<file path="src/rtl/multicycle_ctrl_fsm_pkg.sv">
// Shared types and constants for the multicycle control FSM and its output decoder.
package multicycle_ctrl_fsm_pkg;

   typedef enum logic [3:0] {
      FETCH,
      DECODE,
      MEMADR,
      MEMREAD,
      MEMWB,
      MEMWRITE,
      EXECUTER,
      EXECUTEI,
      ALUWB,
      BRANCH,
      UNKNOWN
   } state_t;

   // Instruction op field
   localparam logic [1:0] OP_DP  = 2'b00;
   localparam logic [1:0] OP_MEM = 2'b01;
   localparam logic [1:0] OP_BR  = 2'b10;

   // Funct bit positions: I selects DP immediate, L selects LDR over STR
   localparam int FUNCT_I_BIT = 5;
   localparam int FUNCT_L_BIT = 0;

   // Datapath mux selects
   localparam logic [1:0] SRCA_REG   = 2'b00;
   localparam logic [1:0] SRCA_PC    = 2'b01;
   localparam logic [1:0] SRCB_REG   = 2'b00;
   localparam logic [1:0] SRCB_IMM   = 2'b01;
   localparam logic [1:0] SRCB_FOUR  = 2'b10;
   localparam logic [1:0] RES_ALUOUT = 2'b00;
   localparam logic [1:0] RES_DATA   = 2'b01;
   localparam logic [1:0] RES_ALU    = 2'b10;

   // Per-state control word. ir_write/next_pc are still ANDed with MemReady by the
   // top; retire marks states that complete an instruction.
   typedef struct packed {
      logic       ir_write;
      logic       next_pc;
      logic       reg_w;
      logic       mem_w;
      logic       branch;
      logic       alu_op;
      logic       adr_src;
      logic [1:0] alu_src_a;
      logic [1:0] alu_src_b;
      logic [1:0] result_src;
      logic       retire;
      logic       illegal;
   } ctrl_word_t;

   // FETCH decode doubles as the reset value of the registered control word
   localparam ctrl_word_t CTRL_FETCH = '{
      ir_write:   1'b1,
      next_pc:    1'b1,
      reg_w:      1'b0,
      mem_w:      1'b0,
      branch:     1'b0,
      alu_op:     1'b0,
      adr_src:    1'b0,
      alu_src_a:  SRCA_PC,
      alu_src_b:  SRCB_FOUR,
      result_src: RES_ALU,
      retire:     1'b0,
      illegal:    1'b0
   };

endpackage

</file>
<file path="src/rtl/multicycle_ctrl_fsm_if.sv">
// Control/handshake bundle between the multicycle datapath and its control FSM.
interface multicycle_ctrl_fsm_if #(parameter int CNT_W = 32);

   logic [1:0]       Op;
   logic [5:0]       Funct;
   logic             MemReady;
   logic             IRWrite;
   logic             NextPC;
   logic             RegW;
   logic             MemW;
   logic             Branch;
   logic             ALUOp;
   logic             AdrSrc;
   logic [1:0]       ALUSrcA;
   logic [1:0]       ALUSrcB;
   logic [1:0]       ResultSrc;
   logic             InstrDone;
   logic             Illegal;
   logic [CNT_W-1:0] RetiredCnt;

   // Datapath side: supplies instruction fields and memory handshake
   modport master (
      output Op, Funct, MemReady,
      input  IRWrite, NextPC, RegW, MemW, Branch, ALUOp, AdrSrc,
             ALUSrcA, ALUSrcB, ResultSrc, InstrDone, Illegal, RetiredCnt
   );

   // Controller side
   modport slave (
      input  Op, Funct, MemReady,
      output IRWrite, NextPC, RegW, MemW, Branch, ALUOp, AdrSrc,
             ALUSrcA, ALUSrcB, ResultSrc, InstrDone, Illegal, RetiredCnt
   );

endinterface

</file>
<file path="src/rtl/multicycle_ctrl_fsm_ctrl_out_decode.sv">
// Pure state -> control word decode, kept separate so pipelined control can reuse it.
module multicycle_ctrl_fsm_ctrl_out_decode
   import multicycle_ctrl_fsm_pkg::*;
(
   input  state_t     state_i,
   output ctrl_word_t ctrl_o
);

   // Moore decode of each state; anything not listed stays 0
   always_comb begin
      // NOTE: default the whole word first so every path assigns every bit (no latch).
      ctrl_o = '0;
      case (state_i)
         FETCH: ctrl_o = CTRL_FETCH;
         DECODE: begin
            ctrl_o.alu_src_a  = SRCA_PC;
            ctrl_o.alu_src_b  = SRCB_FOUR;
            ctrl_o.result_src = RES_ALU;
         end
         MEMADR: begin
            ctrl_o.alu_src_a = SRCA_REG;
            ctrl_o.alu_src_b = SRCB_IMM;
         end
         MEMREAD: begin
            ctrl_o.adr_src    = 1'b1;
            ctrl_o.result_src = RES_ALUOUT;
         end
         MEMWB: begin
            ctrl_o.result_src = RES_DATA;
            ctrl_o.reg_w      = 1'b1;
            ctrl_o.retire     = 1'b1;
         end
         MEMWRITE: begin
            ctrl_o.adr_src    = 1'b1;
            ctrl_o.result_src = RES_ALUOUT;
            ctrl_o.mem_w      = 1'b1;
            ctrl_o.retire     = 1'b1;
         end
         EXECUTER: begin
            ctrl_o.alu_src_a = SRCA_REG;
            ctrl_o.alu_src_b = SRCB_REG;
            ctrl_o.alu_op    = 1'b1;
         end
         EXECUTEI: begin
            ctrl_o.alu_src_a = SRCA_REG;
            ctrl_o.alu_src_b = SRCB_IMM;
            ctrl_o.alu_op    = 1'b1;
         end
         ALUWB: begin
            ctrl_o.result_src = RES_ALUOUT;
            ctrl_o.reg_w      = 1'b1;
            ctrl_o.retire     = 1'b1;
         end
         BRANCH: begin
            ctrl_o.alu_src_a  = SRCA_REG;
            ctrl_o.alu_src_b  = SRCB_IMM;
            ctrl_o.result_src = RES_ALU;
            ctrl_o.branch     = 1'b1;
            ctrl_o.retire     = 1'b1;
         end
         UNKNOWN: ctrl_o.illegal = 1'b1;
         default: ctrl_o = '0;
      endcase
   end

endmodule

</file>
<file path="src/rtl/multicycle_ctrl_fsm.sv">
// Main multicycle control FSM: sequences FETCH/DECODE/EXECUTE/MEM/WB, waits on
// MemReady, counts retired instructions and flags unimplemented opcodes.
module multicycle_ctrl_fsm #(
   parameter int CNT_W = 32
) (
   input  logic                  clk,
   input  logic                  reset,
   multicycle_ctrl_fsm_if.slave  bus
);
   import multicycle_ctrl_fsm_pkg::*;

   state_t           state_q, state_d;
   ctrl_word_t       ctrl_q, ctrl_d;
   logic [CNT_W-1:0] cnt_q;
   logic             instr_done;
   logic             unused_funct;

   // Next-state selection; MemReady only matters in FETCH/MEMREAD/MEMWRITE
   always_comb begin
      state_d = FETCH;
      case (state_q)
         FETCH:    state_d = bus.MemReady ? DECODE : FETCH;
         DECODE: begin
            case (bus.Op)
               OP_DP:   state_d = bus.Funct[FUNCT_I_BIT] ? EXECUTEI : EXECUTER;
               OP_MEM:  state_d = MEMADR;
               OP_BR:   state_d = BRANCH;
               default: state_d = UNKNOWN;
            endcase
         end
         MEMADR:   state_d = bus.Funct[FUNCT_L_BIT] ? MEMREAD : MEMWRITE;
         MEMREAD:  state_d = bus.MemReady ? MEMWB : MEMREAD;
         MEMWB:    state_d = FETCH;
         MEMWRITE: state_d = bus.MemReady ? FETCH : MEMWRITE;
         EXECUTER: state_d = ALUWB;
         EXECUTEI: state_d = ALUWB;
         ALUWB:    state_d = FETCH;
         BRANCH:   state_d = FETCH;
         UNKNOWN:  state_d = FETCH;
         default:  state_d = FETCH;
      endcase
   end

   // Decode the upcoming state so the control word can be registered alongside it
   multicycle_ctrl_fsm_ctrl_out_decode u_decode (
      .state_i (state_d),
      .ctrl_o  (ctrl_d)
   );

   // State, registered control word and retired-instruction counter
   always_ff @(posedge clk or negedge reset) begin
      if (!reset) begin
         state_q <= FETCH;
         ctrl_q  <= CTRL_FETCH;
         cnt_q   <= '0;
      end else begin
         // NOTE: non-blocking so every register samples pre-edge values together.
         state_q <= state_d;
         ctrl_q  <= ctrl_d;
         if (instr_done) cnt_q <= cnt_q + CNT_W'(1);
      end
   end

   // A store retires only on the cycle memory accepts it; other retire states are unconditional
   assign instr_done = ctrl_q.retire & (~ctrl_q.mem_w | bus.MemReady);

   // Fetch strobes follow MemReady but are forced low while reset is held
   assign bus.IRWrite    = ctrl_q.ir_write & bus.MemReady & reset;
   assign bus.NextPC     = ctrl_q.next_pc  & bus.MemReady & reset;
   assign bus.RegW       = ctrl_q.reg_w;
   assign bus.MemW       = ctrl_q.mem_w;
   assign bus.Branch     = ctrl_q.branch;
   assign bus.ALUOp      = ctrl_q.alu_op;
   assign bus.AdrSrc     = ctrl_q.adr_src;
   assign bus.ALUSrcA    = ctrl_q.alu_src_a;
   assign bus.ALUSrcB    = ctrl_q.alu_src_b;
   assign bus.ResultSrc  = ctrl_q.result_src;
   assign bus.InstrDone  = instr_done;
   assign bus.Illegal    = ctrl_q.illegal;
   assign bus.RetiredCnt = cnt_q;

   // Middle Funct bits belong to the ALU decoder, not to sequencing
   assign unused_funct = ^bus.Funct[4:1];

endmodule

</file>
<file path="src/flat_wrapper.sv">
// flat-port wrapper written by rule: the top's interface ports become plain ports
module multicycle_ctrl_fsm_flat import multicycle_ctrl_fsm_pkg::*;
#(
   parameter int CNT_W = 32
)
  (clk, reset, bus_Op, bus_Funct, bus_MemReady, bus_IRWrite, bus_NextPC, bus_RegW, bus_MemW, bus_Branch, bus_ALUOp, bus_AdrSrc, bus_ALUSrcA, bus_ALUSrcB, bus_ResultSrc, bus_InstrDone, bus_Illegal, bus_RetiredCnt);
  multicycle_ctrl_fsm_if #(.CNT_W(CNT_W)) bus_i ();
  input  logic clk;
  input  logic reset;
  input wire logic [$bits(bus_i.Op)-1:0] bus_Op;
  input wire logic [$bits(bus_i.Funct)-1:0] bus_Funct;
  input wire logic [$bits(bus_i.MemReady)-1:0] bus_MemReady;
  output wire logic [$bits(bus_i.IRWrite)-1:0] bus_IRWrite;
  output wire logic [$bits(bus_i.NextPC)-1:0] bus_NextPC;
  output wire logic [$bits(bus_i.RegW)-1:0] bus_RegW;
  output wire logic [$bits(bus_i.MemW)-1:0] bus_MemW;
  output wire logic [$bits(bus_i.Branch)-1:0] bus_Branch;
  output wire logic [$bits(bus_i.ALUOp)-1:0] bus_ALUOp;
  output wire logic [$bits(bus_i.AdrSrc)-1:0] bus_AdrSrc;
  output wire logic [$bits(bus_i.ALUSrcA)-1:0] bus_ALUSrcA;
  output wire logic [$bits(bus_i.ALUSrcB)-1:0] bus_ALUSrcB;
  output wire logic [$bits(bus_i.ResultSrc)-1:0] bus_ResultSrc;
  output wire logic [$bits(bus_i.InstrDone)-1:0] bus_InstrDone;
  output wire logic [$bits(bus_i.Illegal)-1:0] bus_Illegal;
  output wire logic [$bits(bus_i.RetiredCnt)-1:0] bus_RetiredCnt;
  assign bus_i.Op = bus_Op;
  assign bus_i.Funct = bus_Funct;
  assign bus_i.MemReady = bus_MemReady;
  assign bus_IRWrite = bus_i.IRWrite;
  assign bus_NextPC = bus_i.NextPC;
  assign bus_RegW = bus_i.RegW;
  assign bus_MemW = bus_i.MemW;
  assign bus_Branch = bus_i.Branch;
  assign bus_ALUOp = bus_i.ALUOp;
  assign bus_AdrSrc = bus_i.AdrSrc;
  assign bus_ALUSrcA = bus_i.ALUSrcA;
  assign bus_ALUSrcB = bus_i.ALUSrcB;
  assign bus_ResultSrc = bus_i.ResultSrc;
  assign bus_InstrDone = bus_i.InstrDone;
  assign bus_Illegal = bus_i.Illegal;
  assign bus_RetiredCnt = bus_i.RetiredCnt;
  multicycle_ctrl_fsm #(.CNT_W(CNT_W)) u_core (.clk(clk), .reset(reset), .bus(bus_i));
endmodule
</file>
<file path="config.mk">
export PLATFORM = sky130hd
export DESIGN_NAME = multicycle_ctrl_fsm_flat
export DESIGN_NICKNAME = d
export VERILOG_FILES = /design/src/rtl/multicycle_ctrl_fsm_pkg.sv /design/src/rtl/multicycle_ctrl_fsm_if.sv /design/src/rtl/multicycle_ctrl_fsm_ctrl_out_decode.sv /design/src/rtl/multicycle_ctrl_fsm.sv /design/src/flat_wrapper.sv
export SDC_FILE = /design/constraint.sdc
export NUM_CORES = 1
export LEC_CHECK = 0
export ABC_CLOCK_PERIOD_IN_PS = 3600
export BUFFER_PORTS_ARGS = -buffer_cell sky130_fd_sc_hd__buf_2
export CAP_MARGIN = 20
export CORE_MARGIN = 4
export CORE_UTILIZATION = 35
export DETAILED_ROUTE_END_ITERATION = 7
export PLACE_DENSITY = 0.65
export SETUP_SLACK_MARGIN = 0.15
export SYNTH_ARGS = -nofsm -noshare
export SYNTH_HDL_FRONTEND = slang
export SYNTH_SLANG_ARGS = --single-unit
export TNS_END_PERCENT = 20
</file>
<file path="constraint.sdc">
create_clock -name clk -period 3.6 [get_ports clk]
set_input_delay 0.36 -clock clk [delete_from_list [all_inputs] [get_ports clk]]
set_output_delay 0.36 -clock clk [all_outputs]
set_load 0.02 [all_outputs]
</file>
# Word level (Yosys, flattened, before mapping)
# Index checks and enable logic that the tools add are counted.
# totals
inputBits,11
word_cells,68
reg_bits,50
# classes
eq_ne,18
add_sub_neg,1
reduce_logical,11
muxes,17
n_bitwise,7
# ops
cell,count
32-bit by 1-bit adder with 32-bit output (second input constant),1
4-bit by 3-bit equality test with 1-bit output (second input constant),7
4-bit one-hot mux with 6 select lines,1
4-bit by 2-bit equality test with 1-bit output (second input constant),4
4-bit equality test (second input constant),3
4-bit one-hot mux with 3 select lines,1
2-bit OR reduction,5
1-bit 2-to-1 mux,9
3-bit 2-to-1 mux,3
4-bit by 1-bit equality test with 1-bit output (second input constant),2
4-bit logical NOT,2
3-bit one-hot mux with 2 select lines,1
3-bit OR reduction,2
1-bit AND,5
2-bit one-hot mux with 2 select lines,1
4-bit OR reduction,1
2-bit by 1-bit equality test with 1-bit output (second input constant),1
2-bit equality test (second input constant),1
2-bit logical NOT,1
2-bit 2-to-1 mux,1
1-bit inverter,1
1-bit OR,1

# Depth between registers and ports, before layout
# Gate-level depths: netlist of the first run.
# depth
word_depth,6
ltp_mapped,7
mapped_depth_nobuf,6

# Hierarchy
# From an unflattened synthesis of the first run, not the netlist that was laid out.
# hier_totals
hier_cells,199
hier_area_um2,2307.2
# modules_own_cells
mod,cells_each,area_per_inst_um2,instances,seq_area_each_um2
multicycle_ctrl_fsm,173,2104.5,1,1282.5
multicycle_ctrl_fsm_ctrl_out_decode,26,202.7,1,0.0

# Worst setup path before layout of the first run
# Ideal clock, no wire load.
# synth_path
path_type,register to register
startpoint,"reg u_core.cnt_q[13], in the netlist u_core.bus.RetiredCnt[13]"
endpoint,"reg u_core.cnt_q[30], in the netlist u_core.bus.RetiredCnt[30]"
setup_slack_ns,1.713
arrival_ns,1.807
stages_incl_launch_ff,7
required_time_ns,3.520
setup_ns,0.080
path_cell_list,dfrtp_1 -> and4_4 -> nand3_4 -> or4_4 -> buf_6 -> nor2_1 -> xnor2_1
# synth_via
elab_chain_cells,1
# synth_rtl
item,line_no,source
"start, declared",multicycle_ctrl_fsm.sv:14,logic [CNT_W-1:0] cnt_q;
"start signal, assigned",multicycle_ctrl_fsm.sv:60,if (instr_done) cnt_q <= cnt_q + CNT_W'(1);
32-bit by 1-bit adder with 32-bit output,multicycle_ctrl_fsm.sv:60,
# Every way passes these cells.
# A chain may end at the register's enable or synchronous reset.

==> out/results.md, run 1 <==
| Metric | Value |
|:---|:---|
| Met2 Routed Length | 1.94 mm |
| Number of enable-type register cells in the synthesized netlist | 0 |
| I/O pin total | 58 |
| Post-synthesis to final-layout area growth | 17.1% |
| PwrDens | 572 nW/um^2 |
| Kind of start point of the critical path | flop |
| Average footprint of a synthesized cell | 11.5 um^2 |
| Worst path bufs/invs | 0 |
| Worst Setup End Kind | flop |
| Most used flip-flop cell after synthesis | dfrtp_1 |
| Area taken by flip-flops and latches | 1200 um^2 |
| Max Buffers Root-to-Sink | 2 |
| Post-route met1 wirelength | 1.99 mm |
| Number of nets in the final layout | 253 |
| Max_cap viols | 0 |
| Number of rows in the core area | 28 |
| Clock slew at reported path FFs | 0.08 ns |
| Slowest CP cell | nor3_1 |
| Setup Buffers After CTS | 0 |
| Die Y | 87.7 um |
| Post-Place Cell Area | 2500 um^2 |
| Initial DRC count | 36 |
| Area taken by multi-input logic gates | 913 um^2 |
| Cell Count Post-Placement | 309 |
| Leakage power | 1.30 nW |
| Largest net degree at the start of global routing | 50 |
| Post-detailed-route count of antenna-violating nets | 0 |
| Top Family by Delay on Critical Path | simple AND/OR/NAND/NOR gates |
| Uppermost metal layer occupied by signal nets | met4 |
| Via density per instance | 4.89 |
| Asr flop ratio synth | 100% |
| Number of optimization iterations in the first detailed-route pass | 4 |
| Initial standard-cell utilization of the core | 36.9% |
| Finished layout cell area | 2600 um^2 |
| Number of fillers in the final layout | 599 |
| Combined area of all synthesized cells | 2220 um^2 |
| Count of state elements after synthesis | 48 |
| Final Critical Period | 1.93 ns |
| Post-synth cell types | 46 |
| Remaining global-route overflow | 0 |
| All-layer global routing usage | 12.3% |
| IR drop worst, VDD | 318 uV |
| Nets in the synthesized netlist | 205 |
| Count of mapped cells out of synthesis | 193 |
| Crit-path cells | or3b_2 -> a31oi_1 -> nor3_1 -> o21ai_0 -> o21ai_0 |
| Transition at the pin with the smallest max-transition slack | 0.863 ns |
| Overall power after layout | 1.49 mW |
| TritonCTS clock tree | built |
| Sink count of the clock tree | 48 |
| Number of I/O port buffers | 52 |
| Crit path setup slack, layout | 1.67 ns |
| Slowest stage delay, CP | 0.68 ns |
| Worst slack at placement | 1.68 ns |
| Core Region | 6030 um^2 |
| Type of the setup path with the least slack | flop to flop |
| Final Setup Violations | 0 |
| Routed WL | 4.32 mm |
| Worst skew pair latency | 0.30 ns |
| Post-detailed-placement half-perimeter wirelength | 3.09 mm |
| Vias after detailed routing | 1549 |
| Number of cells in the finished layout apart from fillers | 317 |
| Number of buffers inserted for hold repair after clock tree synthesis | 0 |
| Global-route wire length before repair | 7.35 mm |
| Yosys warnings | 0 |
| Post_cts resized | 0 |
| Global placement routability congestion | 0.765 |
| Seq/Total Area, Yosys | 54.2% |
| Clock buffers created by TritonCTS | 5 |
| Hold violation count in the final report | 0 |
| Final period util | 53.6% |
| Per-cell routed wire length | 13.6 um |
| H-Tree Depth | 2 |
| Via count of the first global-routing pass | 1524 |
| Max frequency | 519 MHz |
| Most used cell, CP | o21ai_0 |
| # DRC | 0 |
| Share of final-layout standard cells stronger than drive strength 1 | 33.9% |
| Unrepaired setup endpoints after global routing | false |
| Area of the die | 7690 um^2 |
| Number of antenna violations at the first check in global routing | 0 |
| Result of the run | finished, final reports clean |
| Max-slew violation total from the final report | 0 |
| Internal reg-to-reg setup slack | 1.67 ns |
| Clock Skews | 0.00906 ns |
| Hold Crit Class | primary input to asynchronous set/reset pin |
| CTS Root Buffer Type | clkbuf_8 |
| Amount of wire on met3 after detailed routing | 331 um |
| Antenna cell count | 0 |
| Final TNS setup | 0 ns |
| Die width | 87.7 um |
| Req. time, crit path | 3.82 ns |
| Critical path fanouts, max | 12 |
| CP arrival | 2.15 ns |
| Worst rel slew slack | 42.0% |
kinds of logic after synthesis:
kind of cell    after synthesis  synth area share (%)
simple gates                 83                  24.9
flops                        48                  54.2
xor+xnor                     31                  12.2
buf+inv                      18                  4.67
compound gates               10                  2.70
fa+ha+maj                     1                 0.563
other cells                   1                 0.169
mux                           1                 0.507
routing by layer:
metal / GRT usage, % / vias to the layer above
met2: 18.2 / 42
met5: 0 / -
met1: 16.3 / 751
li1: - / 749
met3: 4.42 / 7
met4: 5.02 / 0
worst paths after layout:
check / from / to / depth (start not counted)
max in group asynchronous: reset / u_core.bus.RetiredCnt[31] / 2
hold / removal: reset / u_core.bus.Illegal / 2
setup reg to reg: u_core.state_q[1] / u_core.bus.ALUSrcB[0] / 5
setup / recovery: u_core.state_q[1] / u_core.bus.ALUSrcB[0] / 5
min in group clk: bus_Funct[5] / u_core.bus.ALUSrcB[0] / 3
hold reg to reg: u_core.bus.RetiredCnt[31] / u_core.bus.RetiredCnt[31] / 1
cell usage after synthesis (all sizes together) (2+ instances only):
library cell / count / area (um^2)
xnor2: 23 / 201
nor4: 2 / 18.8
nand2: 19 / 71.3
nor3: 5 / 25.0
nand3: 10 / 75.1
dfrtp: 45 / 1130
clkbuf: 2 / 7.51
xor2: 8 / 70.1
nor2b: 2 / 12.5
and3: 5 / 35.0
a31oi: 2 / 12.5
and3b: 3 / 26.3
a21oi: 3 / 15.0
nand4: 7 / 43.8
nor2: 12 / 60.1
o21ai: 3 / 15.0
dfstp: 3 / 78.8
nand4bb: 2 / 22.5
buf: 10 / 73.8
and4: 4 / 40.0
inv: 6 / 22.5
or3b: 3 / 28.8
cells in the final DEF, fill, tap and decap left out, types with 2 or more instances in the layout:
master      n
or3b_2      2
and4_4      2
and4_1      2
o21ai_0     2
and3_1      2
nand4bb_1   2
and3_2      3
a31oi_1     2
nor3_1      5
nor2_2      3
nand4_1     7
dfrtp_1    45
a21oi_1     3
nor2_1      8
clkbuf_8    7
buf_2      52
and3b_1     3
nand3_4     2
xor2_1      8
dfstp_2     3
nor2b_1     2
nand3_1     8
nand2_1    19
inv_1       6
xnor2_1    23
sequential cells by signal, indices dropped and copies added (netlist names), 2 cells and up:
register,count
u_core.bus.RetiredCnt,32
u_core.state_q,4
u_core.bus.ResultSrc,2
u_core.ctrl_q,2
power breakdown:
group / internal (mW) / switching [mW] / total (mW)
registers: 0.643 / 0.0931 / 0.736
logic: 0.157 / 0.249 / 0.406
clock network: 0.175 / 0.172 / 0.348
metrics by stage:
stage                     hold WS, ns  utilization (%)
after floorplan                0.0644                -
after global placement          0.453             41.5
after detailed placement        0.458             41.5
after CTS                       0.167             43.2
after global routing            0.205             43.2
final                           0.142             43.2
worst register-to-register path, stage by stage (launching register included):
cell	delay (ns)
dfrtp_1	0.52
or3b_2	0.18
a31oi_1	0.10
nor3_1	0.68
o21ai_0	0.18
o21ai_0	0.19
cell type report:
cell class                      instances  share of cell area [%]
Sequential cell                        48                    46.3
Inverter                                6                   0.865
Tap cell                               75                    3.61
Multi-Input combinational cell        127                    35.1
Timing Repair Buffer                   53                    10.3
Clock buffer                            8                    3.85
Note: power is estimated with default switching activity, not from simulation.
==> run 2: changes to the inputs <==
Settings changed: ABC_CLOCK_PERIOD_IN_PS 3600 to 1700, PLACE_DENSITY 0.65 to 0.67.
Clock period 3.6 ns to 1.7 ns, I/O delays scaled along.
==> out/results.md, run 2 (same netlist as run 1, synthesis figures left out) <==
| Metric | Value | Change |
|:---|:---|:---|
| Net switching power of the design | 1.33 mW | +160% |
| Clock Skews | 0.00747 ns | -0.00159 ns |
| PwrDens | 1270 nW/um^2 | +120% |
| Number of fillers in the final layout | 533 | -11% |
| Crit path setup slack, layout | -0.00862 ns | -1.68 ns |
| Cell Count Post-Placement | 344 | +11% |
| Kind of start point of the critical path | flop |  |
| Vias after detailed routing | 1719 | +11% |
| Post-detailed-placement half-perimeter wirelength | 3.48 mm | +13% |
| Remaining global-route overflow | 0 | unchanged |
| Slowest stage delay, CP | 0.55 ns | -0.13 ns |
| Worst path bufs/invs | 0 | unchanged |
| Final Critical Period | 1.71 ns | -0.219 ns |
| Final Core Density | 52.7% | +9.5 points |
| TritonCTS clock tree | built |  |
| Worst Setup End Kind | flop |  |
| Violated checks | negative setup slack |  |
| Slowest CP cell | or4b_4 |  |
| Number of nets in the final layout | 295 | +17% |
| Crit-path cells | or4b_4 -> a31oi_4 -> or3_4 -> nor2b_4 -> nor2b_4 |  |
| Post-synthesis to final-layout area growth | 43.0% |  |
| CP arrival | 1.94 ns | -0.21 ns |
| Worst slack at placement | -0.0566 ns | -1.74 ns |
| H-Tree Depth | 2 | unchanged |
| Largest net degree at the start of global routing | 49 | -2.0% |
| Finished layout cell area | 3180 um^2 | +22% |
| IR drop worst, VDD | 850 uV | +170% |
| Leading cell type in the layout, fill and taps excluded | buf_2 |  |
| Final period util | 101% | +47 points |
| Final TNS setup | -0.00862 ns | -0.00862 ns |
| Sink count of the clock tree | 48 | unchanged |
| Final Setup Violations | 1 | +1 |
| Max FFs per register | 32 | unchanged |
| Number of I/O port buffers | 52 | unchanged |
| Worst skew pair latency | 0.29 ns | about the same |
| Number of rows in the core area | 28 | unchanged |
| Number of antenna violations at the first check in global routing | 0 | unchanged |
| Top Family by Delay on Critical Path | simple AND/OR/NAND/NOR gates |  |
| Initial DRC count | 32 | -11% |
| Per-cell routed wire length | 13.9 um | +1.9% |
| Via density per instance | 4.79 | -2.0% |
| Antenna cell count | 0 | unchanged |
| Max_cap viols | 0 | unchanged |
| Worst rel slew slack | 59.6% | +18 points |
| Number of optimization iterations in the first detailed-route pass | 4 | unchanged |
| Area of the die | 7690 um^2 | unchanged |
| Post-detailed-route count of antenna-violating nets | 0 | unchanged |
| Internal reg-to-reg setup slack | -0.009 ns | -1.68 ns |
| I/O pin total | 58 | unchanged |
| Max frequency | 585 MHz | +13% |
| Number of cells traversed by the worst register-to-register path | 5 | unchanged |
| Switching Share | 32.9% | -1.6 points |
| # DRC | 0 | unchanged |
| Transition at the pin with the smallest max-transition slack | 0.606 ns | -0.257 ns |
| Initial standard-cell utilization of the core | 36.9% | unchanged |
| Core Region | 6030 um^2 | unchanged |
| Combinational Power Share | 39.3% | +12 points |
| All-layer global routing usage | 13.4% | +1.1 points |
| Max Buffers Root-to-Sink | 2 | unchanged |
| Worst hold slack | 0.0284 ns | -0.113 ns |
| FF-to-FF Start | u_core.state_q[0] |  |
| Most used cell, CP | nor2b_4 |  |
| Post-Place Cell Area | 2780 um^2 | +11% |
| Sequential Power Share | 38.8% | -11 points |
| Share of final-layout standard cells stronger than drive strength 1 | 58.1% | +24 points |
| Hold violation count in the final report | 0 | unchanged |
| Unrepaired setup endpoints after global routing | true |  |
| Global placement routability congestion | 0.749 | -2.1% |
| Hold Crit Class | primary input to asynchronous set/reset pin |  |
| Most used cells in the layout excluding fill and tap cells | buf_2 (52), buf_4 (35), dfrtp_1 (31) |  |
| Number of cells in the finished layout apart from fillers | 359 | +13% |
| Die Y | 87.7 um | unchanged |
| CTS Root Buffer Type | clkbuf_8 |  |
| Routed WL | 4.99 mm | +15% |
| Leakage power | 1.57 nW | +21% |
| Overall power after layout | 4.03 mW | +170% |
| Critical path fanouts, max | 5 | -7 |
| Destination of the worst register-to-register timing path | u_core.bus.RegW |  |
| Internal power component | 2.70 mW | +180% |
| Type of the setup path with the least slack | flop to flop |  |
| Result of the run | complete, but fails checks |  |
| Die width | 87.7 um | unchanged |
| Clock Power Share | 21.9% | -1.4 points |
| Max-slew violation total from the final report | 0 | unchanged |
| Req. time, crit path | 1.93 ns | -1.89 ns |
| Global-route wire length before repair | 8.16 mm | +11% |
| Clock slew at reported path FFs | 0.09 ns | about the same |
| Via count of the first global-routing pass | 1730 | +14% |
| Clock buffers created by TritonCTS | 5 | unchanged |
[run 2: cell count changes in the layout (fill, tap and decap cells not counted), sizes merged]
| cell | change |
|---|---|
| bufinv | +1 |
| buf | +42 |
| clkbuf | -1 |
[run 2: worst reg2reg max path: stages (launching register included)]
cell     delay (ns)
dfrtp_2        0.45
or4b_4         0.55
a31oi_4        0.20
or3_4          0.16
nor2b_4        0.15
nor2b_4        0.14
[run 2: layout make-up]
cell class	instances	area, um^2	share of cell area, %
clock buffer	7	96.3	3.03
clock inverter	1	30.0	0.945
tap	75	93.8	2.95
sequential	48	1220	38.5
timing repair buffer	95	613	19.3
inverter	6	22.5	0.709
multi-input combinational	127	1100	34.6
[run 2: worst max path at each step]
stage,cells past startpoint,to,from
2_1_floorplan,6,u_core.bus.RetiredCnt[30],u_core.bus.RetiredCnt[13]
6_report,5,u_core.bus.RegW,u_core.state_q[0]
5_1_grt,6,u_core.bus.RetiredCnt[26],u_core.bus.RetiredCnt[0]
3_5_place_dp,5,u_core.bus.RegW,u_core.state_q[1]
3_3_place_gp,6,u_core.bus.ALUSrcB[0],u_core.state_q[1]
4_1_cts,6,u_core.bus.RetiredCnt[26],u_core.bus.RetiredCnt[0]
[run 2: what timing repair did]
| item | in CTS | in global routing |
|---|---|---|
| resized for setup | 38 | 13 |
| hold buffers | 0 | 0 |
| endpoints found under the setup margin | 27 | 27 |
| pin swaps | 23 | 10 |
| setup buffers | 4 | 3 |
[run 2: power groups by stage]
stage / logic (mW) / clock network (mW) / registers, mW
floorplan: 0.599 / 0 / 1.63
global placement: 1.18 / 0 / 1.54
detailed placement: 1.20 / 0 / 1.54
CTS: 1.52 / 0.919 / 1.53
global route: 1.72 / 0.963 / 1.59
finish: 1.58 / 0.883 / 1.56
[run 2: layer usage]
layer,up-vias,share of wire (%),GRT usage [%]
li1,833,-,-
met1,842,43,16.9
met2,40,52,23.2
met3,4,5.0,3.48
met4,0,0.68,2.51
met5,-,0,0
